`config.mk`:
```
export PLATFORM = sky130hd
export DESIGN_NAME = dct2_sequencer
export DESIGN_NICKNAME = d
export VERILOG_FILES = /design/src/rtl/dct2_sequencer.sv
export SDC_FILE = /design/constraint.sdc
export NUM_CORES = 1
export LEC_CHECK = 0
export BUFFER_PORTS_ARGS = -buffer_cell sky130_fd_sc_hd__buf_4
export CORE_UTILIZATION = 54
export CTS_BUF_LIST = sky130_fd_sc_hd__clkbuf_16
export DETAILED_ROUTE_END_ITERATION = 6
export PLACE_DENSITY_LB_ADDON = 0.1
export SETUP_SLACK_MARGIN = 0.4
export SYNTH_ARGS = -nofsm -noshare
export SYNTH_HDL_FRONTEND = slang
export SYNTH_SLANG_ARGS = --single-unit
```
`constraint.sdc`:
```
create_clock -name clk -period 15.84 [get_ports clk]
set_input_delay 1.584 -clock clk [delete_from_list [all_inputs] [get_ports clk]]
set_output_delay 1.584 -clock clk [all_outputs]
set_load 0.01 [all_outputs]
```
`src/rtl/dct2_sequencer.sv`:
```
`default_nettype none
// +--------------------------------------------------------------------------+
// | Module      : dct2_sequencer                                             |
// | Description : Transpose buffer between the two passes of an 8x8 2-D DCT. |
// |               Collects eight first-pass rows, then presents the block    |
// |               column by column to the second-pass datapath and registers |
// |               each result under a valid/ready handshake.                 |
// | Revision    : 1.0 - initial release                                      |
// +--------------------------------------------------------------------------+
module dct2_sequencer #(
  parameter int IN_W  = 72,
  parameter int OUT_W = 80
) (
  input  logic             clk,
  input  logic             rst_n,
  input  logic             in_valid,
  input  logic [IN_W-1:0]  in_data,
  output logic             in_ready,
  output logic [IN_W-1:0]  dct_in,
  output logic [2:0]       dct_sel,
  input  logic [OUT_W-1:0] dct_out,
  output logic             out_valid,
  output logic [OUT_W-1:0] out_data,
  output logic             out_last,
  input  logic             out_ready,
  output logic             busy
);

  localparam int EL_W = IN_W / 8;

  typedef enum logic [0:0] {
    FILL  = 1'b0,
    DRAIN = 1'b1
  } state_t;

  state_t          state;
  state_t          state_next;
  logic [2:0]      r;
  logic [2:0]      c;
  logic            row_wr;
  logic            load;
  logic [EL_W-1:0] row_buf [8][8];
  logic [IN_W-1:0] col_data;
  logic [IN_W-1:0] hold_col;

  // State register
  always_ff @(posedge clk or negedge rst_n) begin
    if (!rst_n) state <= FILL;
    else        state <= state_next;
  end

  // Next-state decode plus row-write / result-load strobes
  always_comb begin
    state_next = state;
    in_ready   = 1'b0;
    row_wr     = 1'b0;
    load       = 1'b0;
    case (state)
      FILL: begin
        in_ready = 1'b1;
        row_wr   = in_valid;
        if (in_valid && (r == 3'd7)) state_next = DRAIN;
      end
      DRAIN: begin
        load = !out_valid || out_ready;
        if (load && (c == 3'd7)) state_next = FILL;
      end
      default: state_next = FILL;
    endcase
  end

  // Row counter advances per accepted row, column counter per loaded result
  always_ff @(posedge clk or negedge rst_n) begin
    if (!rst_n) begin
      r <= 3'd0;
      c <= 3'd0;
    end else begin
      if (row_wr) r <= r + 3'd1;
      if (row_wr && (r == 3'd7)) c <= 3'd0;
      else if (load)             c <= c + 3'd1;
    end
  end

  // Transpose storage; contents are don't-care after reset so no reset here
  always_ff @(posedge clk) begin
    if (row_wr) begin
      for (int j = 0; j < 8; j++) begin
        row_buf[r][j] <= in_data[IN_W-1-EL_W*j -: EL_W];
      end
    end
  end

  // Gather column c, row 0 in the most significant element slot
  always_comb begin
    col_data = '0;
    for (int i = 0; i < 8; i++) begin
      col_data[IN_W-1-EL_W*i -: EL_W] = row_buf[i][c];
    end
  end

  // Remember the last driven column so dct_in stays quiet while refilling
  always_ff @(posedge clk or negedge rst_n) begin
    if (!rst_n)              hold_col <= '0;
    else if (state == DRAIN) hold_col <= col_data;
  end

  assign dct_in  = (state == DRAIN) ? col_data : hold_col;
  assign dct_sel = (state == DRAIN) ? c : 3'd7;

  // Output register: load a new column or retire the accepted one
  always_ff @(posedge clk or negedge rst_n) begin
    if (!rst_n) begin
      out_valid <= 1'b0;
      out_last  <= 1'b0;
      out_data  <= '0;
    end else if (load) begin
      out_valid <= 1'b1;
      out_last  <= (c == 3'd7);
      out_data  <= dct_out;
    end else if (out_valid && out_ready) begin
      out_valid <= 1'b0;
      out_last  <= 1'b0;
    end
  end

  assign busy = (state == DRAIN) || (r != 3'd0) || out_valid;

endmodule
`default_nettype wire

```
======== Word-level counts from Yosys, hierarchy flattened ========
Memories as Yosys holds them, arrays and structs flattened.
Cells that the tools add are included.
word-level totals
  bits in registers ....................... 161
  RAM bits ................................ 576
  input port bits ......................... 156
  output and inout port bits .............. 159
  word-level logic and storage cells ...... 65
  memories kept ........................... 1
cells by class
  add/subtract/negate cells ............... 2
  order comparisons ....................... 1
  eq/ne operators ......................... 2
  mux-type cells .......................... 39
  bitwise logic cells ..................... 2
  reduce and logical (&&, ||, !) cells .... 11
memories
  name     depth  bits a word  read ports  clocked after memory_dff  write ports  RTL line  RTL
  row_buf  8      72           8           0                         1            42        logic [EL_W-1:0] row_buf [8][8];
operator list
  cell                                         count
  binary-select mux 9 bit (select 3 bit)       8
  two-way mux 9 bit                            16
  two-way mux 72 bit                           1
  two-way mux 1 bit                            10
  two-way mux 3 bit                            3
  adder 3 x 1 -> 3 bit, second input constant  2
  == test 3 bit, second input constant         2
  >= comparator 4 bit, second input constant   1
  logical AND 1 bit                            4
  inverter 3 -> 4 bit                          1
  nonzero test 2 bit                           2
  logical OR 1 bit                             3
  nonzero test 3 bit                           1
  one-hot mux 1 bit (2 select lines)           1
  zero test 1 bit                              1
  inverter 1 bit                               1

======== Logic depth before layout (Yosys ltp) ========
  depth in word-level cells ............... 5
  mapped depth ............................ 6
  gate-level depth less buffers ........... 4

======== Worst setup path before layout ========
OpenSTA, ideal clock, no wires.
  path kind ............................... input to register
  start point ............................. input in_valid
  end point ............................... memory row_buf[2][0] in the netlist's numbering (enable)
  library setup time ...................... 590 ps
  arrival ................................. 6938 ps
  data required time ...................... 15250 ps
  slack ................................... 8311 ps
  stages .................................. 4
  buffers on the path ..................... 1
  cells stage by stage .................... nor2b_1 clkbuf_1 nand2_1 nor3_1
between the ends
  longest elaborated chain between the ends .. 3
ends and longest elaborated chain
  element                                  RTL line  RTL
  start, declared                          16        input logic in_valid,
  two-way mux 1 bit                        58        case (state)
  two-way mux 1 bit                        86        if (row_wr) begin
  two-way mux 1 bit (implied by the code)  88        row_buf[r][j] <= in_data[IN_W-1-EL_W*j -: EL_W];
  end, declared                            42
No other way between the ends.

======== Worst setup path after layout ========
  start point ............................. register c[1]
  end point ............................... output dct_in[40]
between the ends
  longest elaborated chain between the ends .. 5
ends and longest elaborated chain
  element                                               RTL line  RTL
  start, declared                                       39        logic [2:0] c;
  start signal, assigned                                80        else if (load) c <= c + 3'd1;
  inverter 3 -> 4 bit (implied by the code)             97        col_data[IN_W-1-EL_W*i -: EL_W] = row_buf[i][c];
  binary-select mux 9 bit (select 3 bit)                97
  two-way mux 9 bit (implied by the code) (2 in a row)  97
  two-way mux 72 bit                                    107       assign dct_in = (state == DRAIN) ? col_data : hold_col;
  end, declared                                         19        output logic [IN_W-1:0] dct_in,
No other way between the ends. The select of a mux whose other input is x is not followed.

==> impl_metrics.csv <==
group,metric,value,unit
timing,fin_ws,9.71,ns
cells_and_area,fill_cells,3317,
timing,fin_crit,6.13,ns
run_status,status,"complete, no violations",
cts,cts_max_level,3,
floorplan,die_w,226,µm
timing,slew_headroom,22.5,%
critical_path,path_buf_inv,3,
cts,numCtsBuffers,75,
drt,ant_nets,0,
timing,worst_slew_pin_slew,1.16,ns
cts,clockBufferDepth,3,
critical_path,cpMaxStageDelayCell,"dfrtp_4",
grt,grt-busiest-layer,"met2",
synth,synth-seq-area-share,78.5,%
grt,met1_usage,36.3,%
power,power.density,196,nW/µm²
power,ir_drop,0.000133,V
cts,cts_tree,"yes",
power,p_leak,11.9,nW
floorplan,dieHeight,226,µm
cts,clk_pin_slew,0.06,ns
timing,finalHoldViolations,0,
critical_path,crit_fanout,62,
cells_and_area,diodes,0,
floorplan,io_pins,315,
critical_path,worstPathRequired,14.26,ns
cts,cts_hold_buf,0,
timing,rsz0062_at_grt,"false",
timing,skew,0.0217,ns
grt,met3_usage,4.60,%
cells_and_area,drive_gt1_share,35.7,%
cells_and_area,nets,1804,
drt,vias,13994,
floorplan,die_area,51200,µm²
grt,grt_pass1_vias,13978,
grt,grt_max_degree,73,
critical_path,path_cells,"buf_4 > buf_4 > mux2i_1 > o22ai_1 > a221o_1 > buf_4",
drt,drt_iter0_drc,1086,
synth,yosysWarningCount,0,
run,max_cap_violations,0,
synth,synth-async-reset-ratio,21.8,%
cts,clock-root-buffer,"clkbuf_16",
critical_path,cp.arrival,4.55,ns
critical_path,cp_top_family,"buffers and inverters",
cts,cts_sinks,737,
grt,grt_pass1_wl,90800,µm
grt,met2_usage,38.3,%
drt,wl_per_cell,26.3,µm
critical_path,cp.depth,6,
floorplan,start_util,55.2,%
cells_and_area,area_delta_synth_final,20.0,%
placed_design,place.gp.congestion,0.795,
timing,fmax,0.163,GHz
placed_design,dp_hpwl,36800,µm
placed_design,portBuffers,314,
drt,drc_errors,0,
cells_and_area,regArea,21300,µm²
critical_path,critPathLaunchType,"flip-flop",
synth,synth_area_per_cell,20.8,µm²
synth,synth_ff_type,"edfxtp_1",
critical_path,cp-end-kind,"primary output",
critical_path,worst-setup-path-type,"flip-flop to primary output",
synth,synth-edff-count,576,
synth,syn-num-nets,1468,
drt,wl,62400,µm
timing,fin_crit_sh,38.7,%
grt,antenna_found_initial,7,
grt,track_usage,24.7,%
timing,tns,0,ns
cts,worstSkewPairLatency,0.60,ns
synth,syn_area,27200,µm²
placed_design,dp_worst_setup_slack,10.34,ns
critical_path,max_stage_delay,1.08,ns
cts,ctsResizeCount,0,
critical_path,r2r_cells,5,
floorplan,design.core.area,49300,µm²
drt,viasPerCell,5.91,
drt,dr.pass1.iters,7,
cells_and_area,multi_input_area,5520,µm²
critical_path,timing.critical_path.mode_cell,"buf_4",
cts,post_cts_buffers,0,
critical_path,r2r_setup_slack,11.92,ns
timing,slew_violations,0,
synth,ys_types,30,
hold_path,holdPathStages,1,
hold_path,hp-class,"flip-flop to flip-flop",
synth,netlist_instances,1307,
synth,ys_ff_latch,737,
grt,globalRouteOverflowTotal,0,
timing,finalSetupViolCount,0,
floorplan,rows,81,
-- cell families after synthesis --
kind of cell	count (synthesis)	synth area share, %
mux	297	14.6
flops	737	78.5
buf+inv	77	1.47
fa+ha+maj	5	0.230
compound gates	152	4.46
xor+xnor	1	0.0322
simple gates	38	0.713
-- area by class of cell --
type,instances,area share (%)
Clock buffer,79,6.06
Clock inverter,59,1.32
Inverter,3,0.0345
Multi-Input combinational cell,493,16.9
Sequential cell,737,65.4
Tap cell,664,2.55
Timing Repair Buffer,333,7.68
-- synthesized netlist by cell type, types with 2 or more instances --
cell / number / area, µm²
o22ai_1: 70 / 438
mux2i_1: 140 / 1400
nand3_1: 2 / 10.0
clkbuf_1: 25 / 93.8
nand2_1: 12 / 45.0
nor3_1: 2 / 10.0
mux2_2: 85 / 957
nor2_1: 7 / 26.3
mux4_2: 72 / 1620
nand2b_1: 5 / 31.3
ha_1: 5 / 62.6
nand3b_1: 2 / 15.0
edfxtp_1: 576 / 17300
a21oi_1: 3 / 15.0
a221o_1: 70 / 701
inv_1: 2 / 7.51
buf_2: 41 / 205
dfrtp_1: 161 / 4030
nor2b_1: 2 / 12.5
o21ai_0: 6 / 30.0
and2_1: 2 / 12.5
a222oi_1: 2 / 20.0
buf_6: 8 / 90.1
-- where the power goes --
group	switching [mW]	internal [mW]
combinational	1.05	0.930
sequential	0.190	2.49
clock	0.703	1.01
-- metrics by stage --
| step | total power [mW] | cell area [µm²] | utilization (%) | hold slack [ns] | instances |
|---|---|---|---|---|---|
| after floorplan | 3.85 | 27200 | - | 0.545 | 1307 |
| after global placement | 4.68 | 30200 | 61.3 | 0.488 | 2230 |
| after detailed placement | 4.71 | 30200 | 61.3 | 0.494 | 2230 |
| after CTS | 6.44 | 32600 | 66.2 | 0.506 | 2368 |
| after global routing | 6.65 | 32600 | 66.2 | 0.510 | 2368 |
| final | 6.38 | 32600 | 66.2 | 0.504 | 2368 |
-- sequential cells by signal, indices dropped and copies added, names as in the netlist --
name and count:
out_data 80, row_buf 576, out_valid 1, r 3, hold_col 72, c 3
out_last 1, state 1
-- placed cells by master (no fill, tap or decap), drive strengths merged --
| master | netlist | routed |
|---|---|---|
| a221o | 70 | 70 |
| o21ai | 6 | 6 |
| dfrtp | 161 | 161 |
| xnor2 | 1 | 1 |
| mux2i | 140 | 140 |
| nor2b | 2 | 2 |
| and3b | 1 | 1 |
| nand2b | 5 | 5 |
| bufinv | 0 | 7 |
| buf | 49 | 333 |
| clkinv | 0 | 23 |
| mux2 | 85 | 85 |
| and2 | 2 | 2 |
| o22ai | 70 | 70 |
| nor3b | 1 | 1 |
| or3b | 1 | 1 |
| nand3b | 2 | 2 |
| inv | 3 | 32 |
| a21o | 1 | 1 |
| edfxtp | 576 | 576 |
| a21oi | 3 | 3 |
| nor2 | 7 | 7 |
| nand2 | 12 | 12 |
| clkbuf | 25 | 79 |
| ha | 5 | 5 |
| nor3 | 2 | 2 |
| nand3 | 2 | 2 |
| a222oi | 2 | 2 |
| mux4 | 72 | 72 |
| or3 | 1 | 1 |
-- worst reg2reg max path: stages, from the launching register on --
cell,delay [ns]
dfrtp_4,1.08
buf_4,0.78
buf_4,0.93
mux2i_1,0.56
o22ai_1,0.13
a221o_1,0.33
-- path summary, 6_finish.rpt --
path                                          startpoint                        to
worst max-delay path                    c[1]$_DFFE_PN0P_                dct_in[40]
worst min-delay path            out_data[16]$_DFFE_PN0P_  out_data[16]$_DFFE_PN0P_
worst max register to register          c[1]$_DFFE_PN0P_    hold_col[40]$_DFF_PN0_
worst min register to register  out_data[16]$_DFFE_PN0P_  out_data[16]$_DFFE_PN0P_
max in group asynchronous                          rst_n  out_data[75]$_DFFE_PN0P_
min in group asynchronous                          rst_n  out_data[61]$_DFFE_PN0P_
-- metal layers --
| layer | vias to the layer above | share of wire, % |
|---|---|---|
| met4 | 4 | 1.6 |
| li1 | 6034 | - |
| met5 | - | 0.042 |
| met3 | 82 | 7.9 |
| met1 | 7269 | 43 |
| met2 | 605 | 47 |
Power figures use the tool's default switching activity.
